## src/rtl/switch_node.sv

```systemverilog
// Device-side switch endpoint: TX FIFO feeding a four-phase request/ack sender and an RX receiver feeding an RX FIFO.
// Optional REQ watchdog with sticky err_o is enabled by defining SWITCH_NODE_TIMEOUT_EN.
module switch_node #(
   parameter int AW_DEV    = 2,
   parameter int DW        = 4,
   parameter int DEPTH     = 2,
   parameter int TO_CYCLES = 15
) (
   input  logic              clk_i,
   input  logic              rst_i,
   input  logic              tx_we_i,
   input  logic [AW_DEV-1:0] tx_adr_i,
   input  logic [DW-1:0]     tx_dat_i,
   output logic              tx_full_o,
   input  logic              rx_re_i,
   output logic [DW-1:0]     rx_dat_o,
   output logic              rx_empty_o,
   output logic              validtx_o,
   output logic [AW_DEV-1:0] adr_o,
   output logic [DW-1:0]     dat_o,
   input  logic              acktx_i,
   input  logic              validrx_i,
   input  logic [DW-1:0]     dat_i,
   output logic              ackrx_o,
   output logic              err_o
);

   localparam int N  = 1 << DEPTH;
   localparam int TW = AW_DEV + DW;

   typedef enum logic [1:0] {TX_IDLE, TX_REQ, TX_RELEASE} tx_state_e;
   typedef enum logic       {RX_IDLE, RX_HOLD} rx_state_e;

   tx_state_e         tx_state_q, tx_state_d;
   rx_state_e         rx_state_q, rx_state_d;
   logic [DEPTH:0]    tx_wptr_q, tx_wptr_d, tx_rptr_q, tx_rptr_d;
   logic [DEPTH:0]    rx_wptr_q, rx_wptr_d, rx_rptr_q, rx_rptr_d;
   logic [TW-1:0]     tx_mem_q [N];
   logic [DW-1:0]     rx_mem_q [N];
   logic              validtx_q, validtx_d;
   logic [AW_DEV-1:0] adr_q, adr_d;
   logic [DW-1:0]     dat_q, dat_d;
   logic              ackrx_q, ackrx_d;
   logic              tx_empty, tx_push, tx_pop;
   logic              rx_full, rx_push, rx_pop;

`ifdef SWITCH_NODE_TIMEOUT_EN
   localparam int CW = $clog2(TO_CYCLES + 1);
   localparam logic [CW-1:0] TO_LAST = CW'(TO_CYCLES - 1);
   logic [CW-1:0] cnt_q, cnt_d;
   logic          err_q, err_d;
`endif

   // Pointers carry one extra wrap bit so full and empty are distinguishable.
   assign tx_empty  = (tx_wptr_q == tx_rptr_q);
   assign tx_full_o = (tx_wptr_q[DEPTH] != tx_rptr_q[DEPTH]) &&
                      (tx_wptr_q[DEPTH-1:0] == tx_rptr_q[DEPTH-1:0]);
   assign rx_empty_o = (rx_wptr_q == rx_rptr_q);
   assign rx_full    = (rx_wptr_q[DEPTH] != rx_rptr_q[DEPTH]) &&
                       (rx_wptr_q[DEPTH-1:0] == rx_rptr_q[DEPTH-1:0]);

   assign tx_pop  = (tx_state_q == TX_IDLE) && !tx_empty;
   assign tx_push = tx_we_i && (!tx_full_o || tx_pop);
   assign rx_push = (rx_state_q == RX_IDLE) && validrx_i && !rx_full;
   assign rx_pop  = rx_re_i && !rx_empty_o;

   // NOTE: storage arrays have no reset; the empty flag masks stale contents on rx_dat_o.
   assign rx_dat_o = rx_empty_o ? '0 : rx_mem_q[rx_rptr_q[DEPTH-1:0]];

   always_ff @(posedge clk_i) begin
      if (tx_push) tx_mem_q[tx_wptr_q[DEPTH-1:0]] <= {tx_adr_i, tx_dat_i};
      if (rx_push) rx_mem_q[rx_wptr_q[DEPTH-1:0]] <= dat_i;
   end

   // NOTE: every always_comb output gets a default first so no path can infer a latch.
   always_comb begin
      tx_state_d = tx_state_q;
      validtx_d  = validtx_q;
      adr_d      = adr_q;
      dat_d      = dat_q;
      tx_wptr_d  = tx_wptr_q + (DEPTH+1)'(tx_push);
      tx_rptr_d  = tx_rptr_q + (DEPTH+1)'(tx_pop);
`ifdef SWITCH_NODE_TIMEOUT_EN
      cnt_d = cnt_q;
      err_d = err_q;
`endif
      case (tx_state_q)
         TX_IDLE: begin
            if (!tx_empty) begin
               {adr_d, dat_d} = tx_mem_q[tx_rptr_q[DEPTH-1:0]];
               validtx_d      = 1'b1;
               tx_state_d     = TX_REQ;
`ifdef SWITCH_NODE_TIMEOUT_EN
               cnt_d = '0;
`endif
            end
         end
         TX_REQ: begin
            if (acktx_i) begin
               validtx_d  = 1'b0;
               tx_state_d = TX_RELEASE;
            end
`ifdef SWITCH_NODE_TIMEOUT_EN
            else if (cnt_q == TO_LAST) begin
               validtx_d  = 1'b0;
               err_d      = 1'b1;
               tx_state_d = TX_RELEASE;
            end else begin
               cnt_d = cnt_q + 1'b1;
            end
`endif
         end
         TX_RELEASE: begin
            if (!acktx_i) tx_state_d = TX_IDLE;
         end
         default: tx_state_d = TX_IDLE;
      endcase
   end

   always_comb begin
      rx_state_d = rx_state_q;
      ackrx_d    = ackrx_q;
      rx_wptr_d  = rx_wptr_q + (DEPTH+1)'(rx_push);
      rx_rptr_d  = rx_rptr_q + (DEPTH+1)'(rx_pop);
      case (rx_state_q)
         RX_IDLE: begin
            if (rx_push) begin
               ackrx_d    = 1'b1;
               rx_state_d = RX_HOLD;
            end
         end
         RX_HOLD: begin
            if (!validrx_i) begin
               ackrx_d    = 1'b0;
               rx_state_d = RX_IDLE;
            end
         end
         default: rx_state_d = RX_IDLE;
      endcase
   end

   // NOTE: state registers use non-blocking assignments so all flops update from pre-edge values.
   always_ff @(posedge clk_i or negedge rst_i) begin
      if (!rst_i) begin
         tx_state_q <= TX_IDLE;
         rx_state_q <= RX_IDLE;
         tx_wptr_q  <= '0;
         tx_rptr_q  <= '0;
         rx_wptr_q  <= '0;
         rx_rptr_q  <= '0;
         validtx_q  <= 1'b0;
         adr_q      <= '0;
         dat_q      <= '0;
         ackrx_q    <= 1'b0;
`ifdef SWITCH_NODE_TIMEOUT_EN
         cnt_q      <= '0;
         err_q      <= 1'b0;
`endif
      end else begin
         tx_state_q <= tx_state_d;
         rx_state_q <= rx_state_d;
         tx_wptr_q  <= tx_wptr_d;
         tx_rptr_q  <= tx_rptr_d;
         rx_wptr_q  <= rx_wptr_d;
         rx_rptr_q  <= rx_rptr_d;
         validtx_q  <= validtx_d;
         adr_q      <= adr_d;
         dat_q      <= dat_d;
         ackrx_q    <= ackrx_d;
`ifdef SWITCH_NODE_TIMEOUT_EN
         cnt_q      <= cnt_d;
         err_q      <= err_d;
`endif
      end
   end

   assign validtx_o = validtx_q;
   assign adr_o     = adr_q;
   assign dat_o     = dat_q;
   assign ackrx_o   = ackrx_q;
`ifdef SWITCH_NODE_TIMEOUT_EN
   assign err_o = err_q;
`else
   assign err_o = 1'b0;
`endif

endmodule
```

## config.mk

```make
export PLATFORM = sky130hd
export DESIGN_NAME = switch_node
export DESIGN_NICKNAME = d
export VERILOG_FILES = /design/src/rtl/switch_node.sv
export SDC_FILE = /design/constraint.sdc
export NUM_CORES = 1
export LEC_CHECK = 0
export ABC_AREA = 1
export BUFFER_PORTS_ARGS = -buffer_cell sky130_fd_sc_hd__buf_2
export CAP_MARGIN = 0
export CORE_MARGIN = 2
export CORE_UTILIZATION = 40
export DETAILED_ROUTE_END_ITERATION = 10
export PLACE_DENSITY = 0.59
export REMOVE_ABC_BUFFERS = 1
export SKIP_LAST_GASP = 1
export SLEW_MARGIN = 15
export SYNTH_ARGS = -nofsm -noshare
export SYNTH_HDL_FRONTEND = slang
export SYNTH_SLANG_ARGS = --single-unit
export TNS_END_PERCENT = 1
```

## constraint.sdc

```tcl
create_clock -name clk_i -period 2.8 [get_ports clk_i]
set_input_delay 0.7 -clock clk_i [delete_from_list [all_inputs] [get_ports clk_i]]
set_output_delay 0.7 -clock clk_i [all_outputs]
set_load 0.005 [all_outputs]
```

======== After elaboration in Yosys (flattened, before gate mapping) ========
Memory sizes are Yosys's and may differ from the RTL's. A register that Yosys moved wholly into a read port is not among the register bits.
Cells that the tools add are included.
operators by class
  add/subtract/negate cells ............... 4
  equal/unequal tests ..................... 13
  multiplexer cells ....................... 17
  bitwise logic cells ..................... 2
  reduce and logical (&&, ||, !) cells .... 19
operators with widths
  kind                                                 number
  adder 3 x 1 -> 3 bit                                 4
  != test 2 bit, second input constant                 5
  2-to-1 mux 1 bit                                     9
  logical AND 1 bit                                    7
  equality test 3 bit                                  2
  2-to-1 mux 2 bit                                     3
  one-hot mux 1 bit (2 select lines)                   3
  one-hot mux 2 bit (3 select lines)                   1
  AND reduction 3 bit                                  2
  zero test 1 bit                                      5
  equality test 2 bit                                  2
  2-to-1 mux 4 bit                                     1
  AND reduction 2 bit                                  2
  equality test 2 x 1 -> 1 bit, second input constant  1
  equality test 2 bit, second input constant           1
  zero test 2 bit                                      1
  != test 1 bit                                        2
  NOT 1 bit                                            2
  nonzero test 2 bit                                   1
  logical OR 1 bit                                     1
word-level totals
  register bits after elaboration ......... 17
  memory bits (writable) .................. 40
  input port bits ......................... 16
  output and inout port bits .............. 15
  memories ................................ 2
memories
  memory    depth  bits a word  read ports  clocked after memory_dff  wr ports  RTL line  RTL
  tx_mem_q  4      6            1           1                         1         38        logic [TW-1:0] tx_mem_q [N];
  rx_mem_q  4      4            1           0                         1         39        logic [DW-1:0] rx_mem_q [N];

======== Depth between registers and ports, before layout ========
  depth in word-level cells ............... 7
  gate-level depth with buffers ........... 10

======== Worst setup path before layout ========
No wires, ideal clock.
  path kind ............................... register to output
  start point ............................. register rx_rptr_q[0]
  end point ............................... output port rx_dat_o[0]
  data arrival time ....................... 1.027 ns
  data required time ...................... 2.100 ns
  setup slack ............................. 1.073 ns
  cell stages (with the launch flop) ...... 8
  path buffers ............................ 1
  cell sequence ........................... dfrtp_1 -> buf_6 -> inv_2 -> nand2_1 -> nand2_1 -> nand4_1 -> nand2_1 -> inv_1
on the way
  word-level cells in the longest chain between the ends .. 2
ends and longest elaborated chain
  item                                                                   RTL line  RTL
  start, declared                                                        37        logic [DEPTH:0] rx_wptr_q, rx_wptr_d, rx_rptr_q, rx_rptr_d;
  start signal, assigned                                                 165       rx_rptr_q <= rx_rptr_d;
  memory read (4 x 4 bit) / equality test 3 bit (equally long branches)  -
  2-to-1 mux 4 bit (*)                                                   68        assign rx_dat_o = rx_empty_o ? '0 : rx_mem_q[rx_rptr_q[DEPTH-1:0]];
  end, declared                                                          16        output logic [DW-1:0] rx_dat_o,
Mark *: on every way between the ends. The rest lies on a longest branch, timed or not.

======== Final worst setup path ========
  start point ............................. register rx_rptr_q[0]
  end point ............................... output port rx_dat_o[2]
Same word-level chain as after synthesis.

==> flow_metrics.env <==
export IMPL_run_status="completed"
export IMPL_grt_usage_pct=14.56
export IMPL_multi_input_area_um2=787.0
export IMPL_finalCriticalPeriod_ns=2.353
export IMPL_slew_violations=0
export IMPL_gp_congestion=0.8103
export IMPL_grt_start_max_net_pins=24
export IMPL_cts_max_level=3
export IMPL_tightest_slew_ns=0.6676
export IMPL_p_leak_nw=1.556
export IMPL_routed_wl_um=4936
export IMPL_synth_warnings=0
export IMPL_yosysTopAreaCell="edfxtp_1"
export IMPL_regArea_um2=1777
export IMPL_cts_resized=0
export IMPL_vdd_drop_max_v=0.0005010
export IMPL_cts_hold_buf=0
export IMPL_nets=326
export IMPL_path_class="reg -> out"
export IMPL_grt_pass1_vias=1683
export IMPL_core_um2=6719
export IMPL_grt_first_pass_wirelength_um=8148
export IMPL_antenna_found_initial=0
export IMPL_cts_clk_slew_worst_paths_ns=0.07
export IMPL_fillers=631
export IMPL_clkSinkCount=63
export IMPL_p_per_area_nw_per_um2=1167
export IMPL_die_h_um=86.92
export IMPL_period_share_pct=84.04
export IMPL_yosysUniqueCellTypes=22
export IMPL_worstSetupEndpointType="output port"
export IMPL_placed_area_um2=2963
export IMPL_wl_per_cell_um=12.75
export IMPL_path_max_fanout=11
export IMPL_required_ns=2.10
export IMPL_port_buffers=29
export IMPL_via_per_inst=4.540
export IMPL_dr_total_vias=1757
export IMPL_num_rows=30
export IMPL_ys_ff_latch=63
export IMPL_skew_ns=0.007572
export IMPL_die_x_um=86.92
export IMPL_route_detailed_drc=0
export IMPL_ios=31
export IMPL_setup_viol=0
export IMPL_total_power_mw=3.771
export IMPL_start_util_pct=40.93
export IMPL_rsz0062_at_grt="false"
export IMPL_first_pass_iters=4
export IMPL_ant_nets=0
export IMPL_insertion_delay_ns=0.34
export IMPL_relSlewSlack_pct=55.33
export IMPL_cts_buffers=9
export IMPL_hp_class="in -> async"
export IMPL_drive_gt1_share_pct=17.92
export IMPL_drv_cap=0
export IMPL_hpwl_um=3476
export IMPL_cts_root_buf="clkbuf_8"
export IMPL_ys_top_cells_by_area="edfxtp_1 44%, dfrtp_1 21%, nand2_1 12%"
export IMPL_clk_path_buf_depth=2
export IMPL_synth_area_um2=2750
export IMPL_post_cts_buffers=0
export IMPL_synth_avg_cell_area_um2=10.34
export IMPL_hold_violations=0
export IMPL_drt_iter0_drc=92
export IMPL_cts_tree="built"
export IMPL_die_area_um2=7554
export IMPL_syn2layout_area_growth_pct=17.47
export IMPL_synth_top_area_share_pct=43.68
export IMPL_ys_seq_area_share_pct=64.60
export IMPL_timing_setup_tns_ns=0
export IMPL_max_freq_ghz=0.4250
export IMPL_critPathLaunchType="register"
export IMPL_grt_overflow=0
export IMPL_final_area_um2=3231
export IMPL_diodes=0
export IMPL_synth_cells=266
export IMPL_cp_arrival_ns=1.65
## where the power goes
group / switching [mW] / leakage [nW] / internal [mW]
logic: 0.752 / 0.790 / 0.472
registers: 0.213 / 0.639 / 1.29
clock network: 0.363 / 0.126 / 0.684
## critical path: stages, from the launching register on
cell     delay, ns
dfrtp_1       0.48
inv_2         0.16
nand2_1       0.07
nand2_1       0.08
nand4_1       0.22
nand2_1       0.14
inv_1         0.04
buf_2         0.12
## kinds of logic after synthesis
kind of cell / synth area share [%]
buffers and inverters: 6.779
DFF: 64.60
AOI/OAI and AO/OA: 3.275
xor gates and xnor gates: 2.275
and+or+nand+nor: 19.29
other: 0.1364
adders and majority gates: 3.640
## metal layers
layer  share of wire (%)  global-route usage (%)  vias to the layer above
met4                 1.5                   5.966                        0
met2                  48                   22.97                       34
met1                  45                   18.45                      796
met5                   0                       0                        -
met3                 4.6                   4.834                        7
li1                    -                       -                      920
## cell usage in the layout, fill, tap and decap left out, types with 2 or more instances in the layout
cell        netlist  final
xor2_1            4      4
clkbuf_8          0      9
nand4_1           2      2
inv_2             3      3
dfrtp_1          23     23
clkinvlp_4        0      2
ha_1              8      8
o21ai_0          11     11
edfxtp_1         40     40
nand2_2           2      2
bufinv_16         0      4
nand2_1          89     89
nand3_1          13     13
nor2_1           19     19
a21oi_1           2      2
buf_2             2     29
inv_1            36     36
o22ai_1           4      4
## sequential cells by signal, summed over array words and instances (netlist names), 2 cells and up
signal      flops
adr_o           2
dat_o           4
rx_mem_q       16
rx_rptr_q       3
rx_wptr_q       3
tx_mem_q       24
tx_rptr_q       3
tx_state_q      2
tx_wptr_q       3
## metrics by stage
step	hold WS [ns]	setup WS (ns)	std cells	util [%]
finish	0.3343	0.4468	387	48.08
global route	0.3766	0.2823	387	48.08
CTS	0.3514	0.4306	387	48.08
detailed placement	0.4536	0.8145	371	44.10
global placement	0.4437	0.8254	371	44.10
floorplan	0.4044	1.070	261	-
## cells in the mapped netlist (all sizes together)
cell type / number
o22ai: 4
dfrtp: 23
edfxtp: 40
nand3: 14
xnor2: 1
buf: 5
ha: 8
o21ai: 11
or2: 1
conb: 1
nor2: 19
a21oi: 2
nand4: 2
inv: 39
xor2: 4
nand2: 92
## cell type report
class,instances,area share (%)
Clock buffer,9,3.834
Clock inverter,7,4.454
Multi-Input combinational cell,159,24.36
Sequential cell,63,55.00
Inverter,39,4.531
Timing Repair Buffer,30,4.725
Tap cell,80,3.098
## path summary, 6_finish.rpt
path / from / end / slack, ns / cells past startpoint
setup / recovery: rx_rptr_q[0] / rx_dat_o[2] / 0.45 / 7
hold / removal: rst_i / dat_o[3] / 0.33 / 1
setup reg to reg: tx_rptr_q[1] / tx_mem_q[0][4] / 0.92 / 4
hold reg to reg: adr_o[1] / adr_o[1] / 0.47 / 2
max in group asynchronous: rst_i / tx_wptr_q[0] / 2.11 / 1
min in group clk_i: adr_o[1] / adr_o[1] / 0.47 / 2
(Power assumes the default switching activity.)
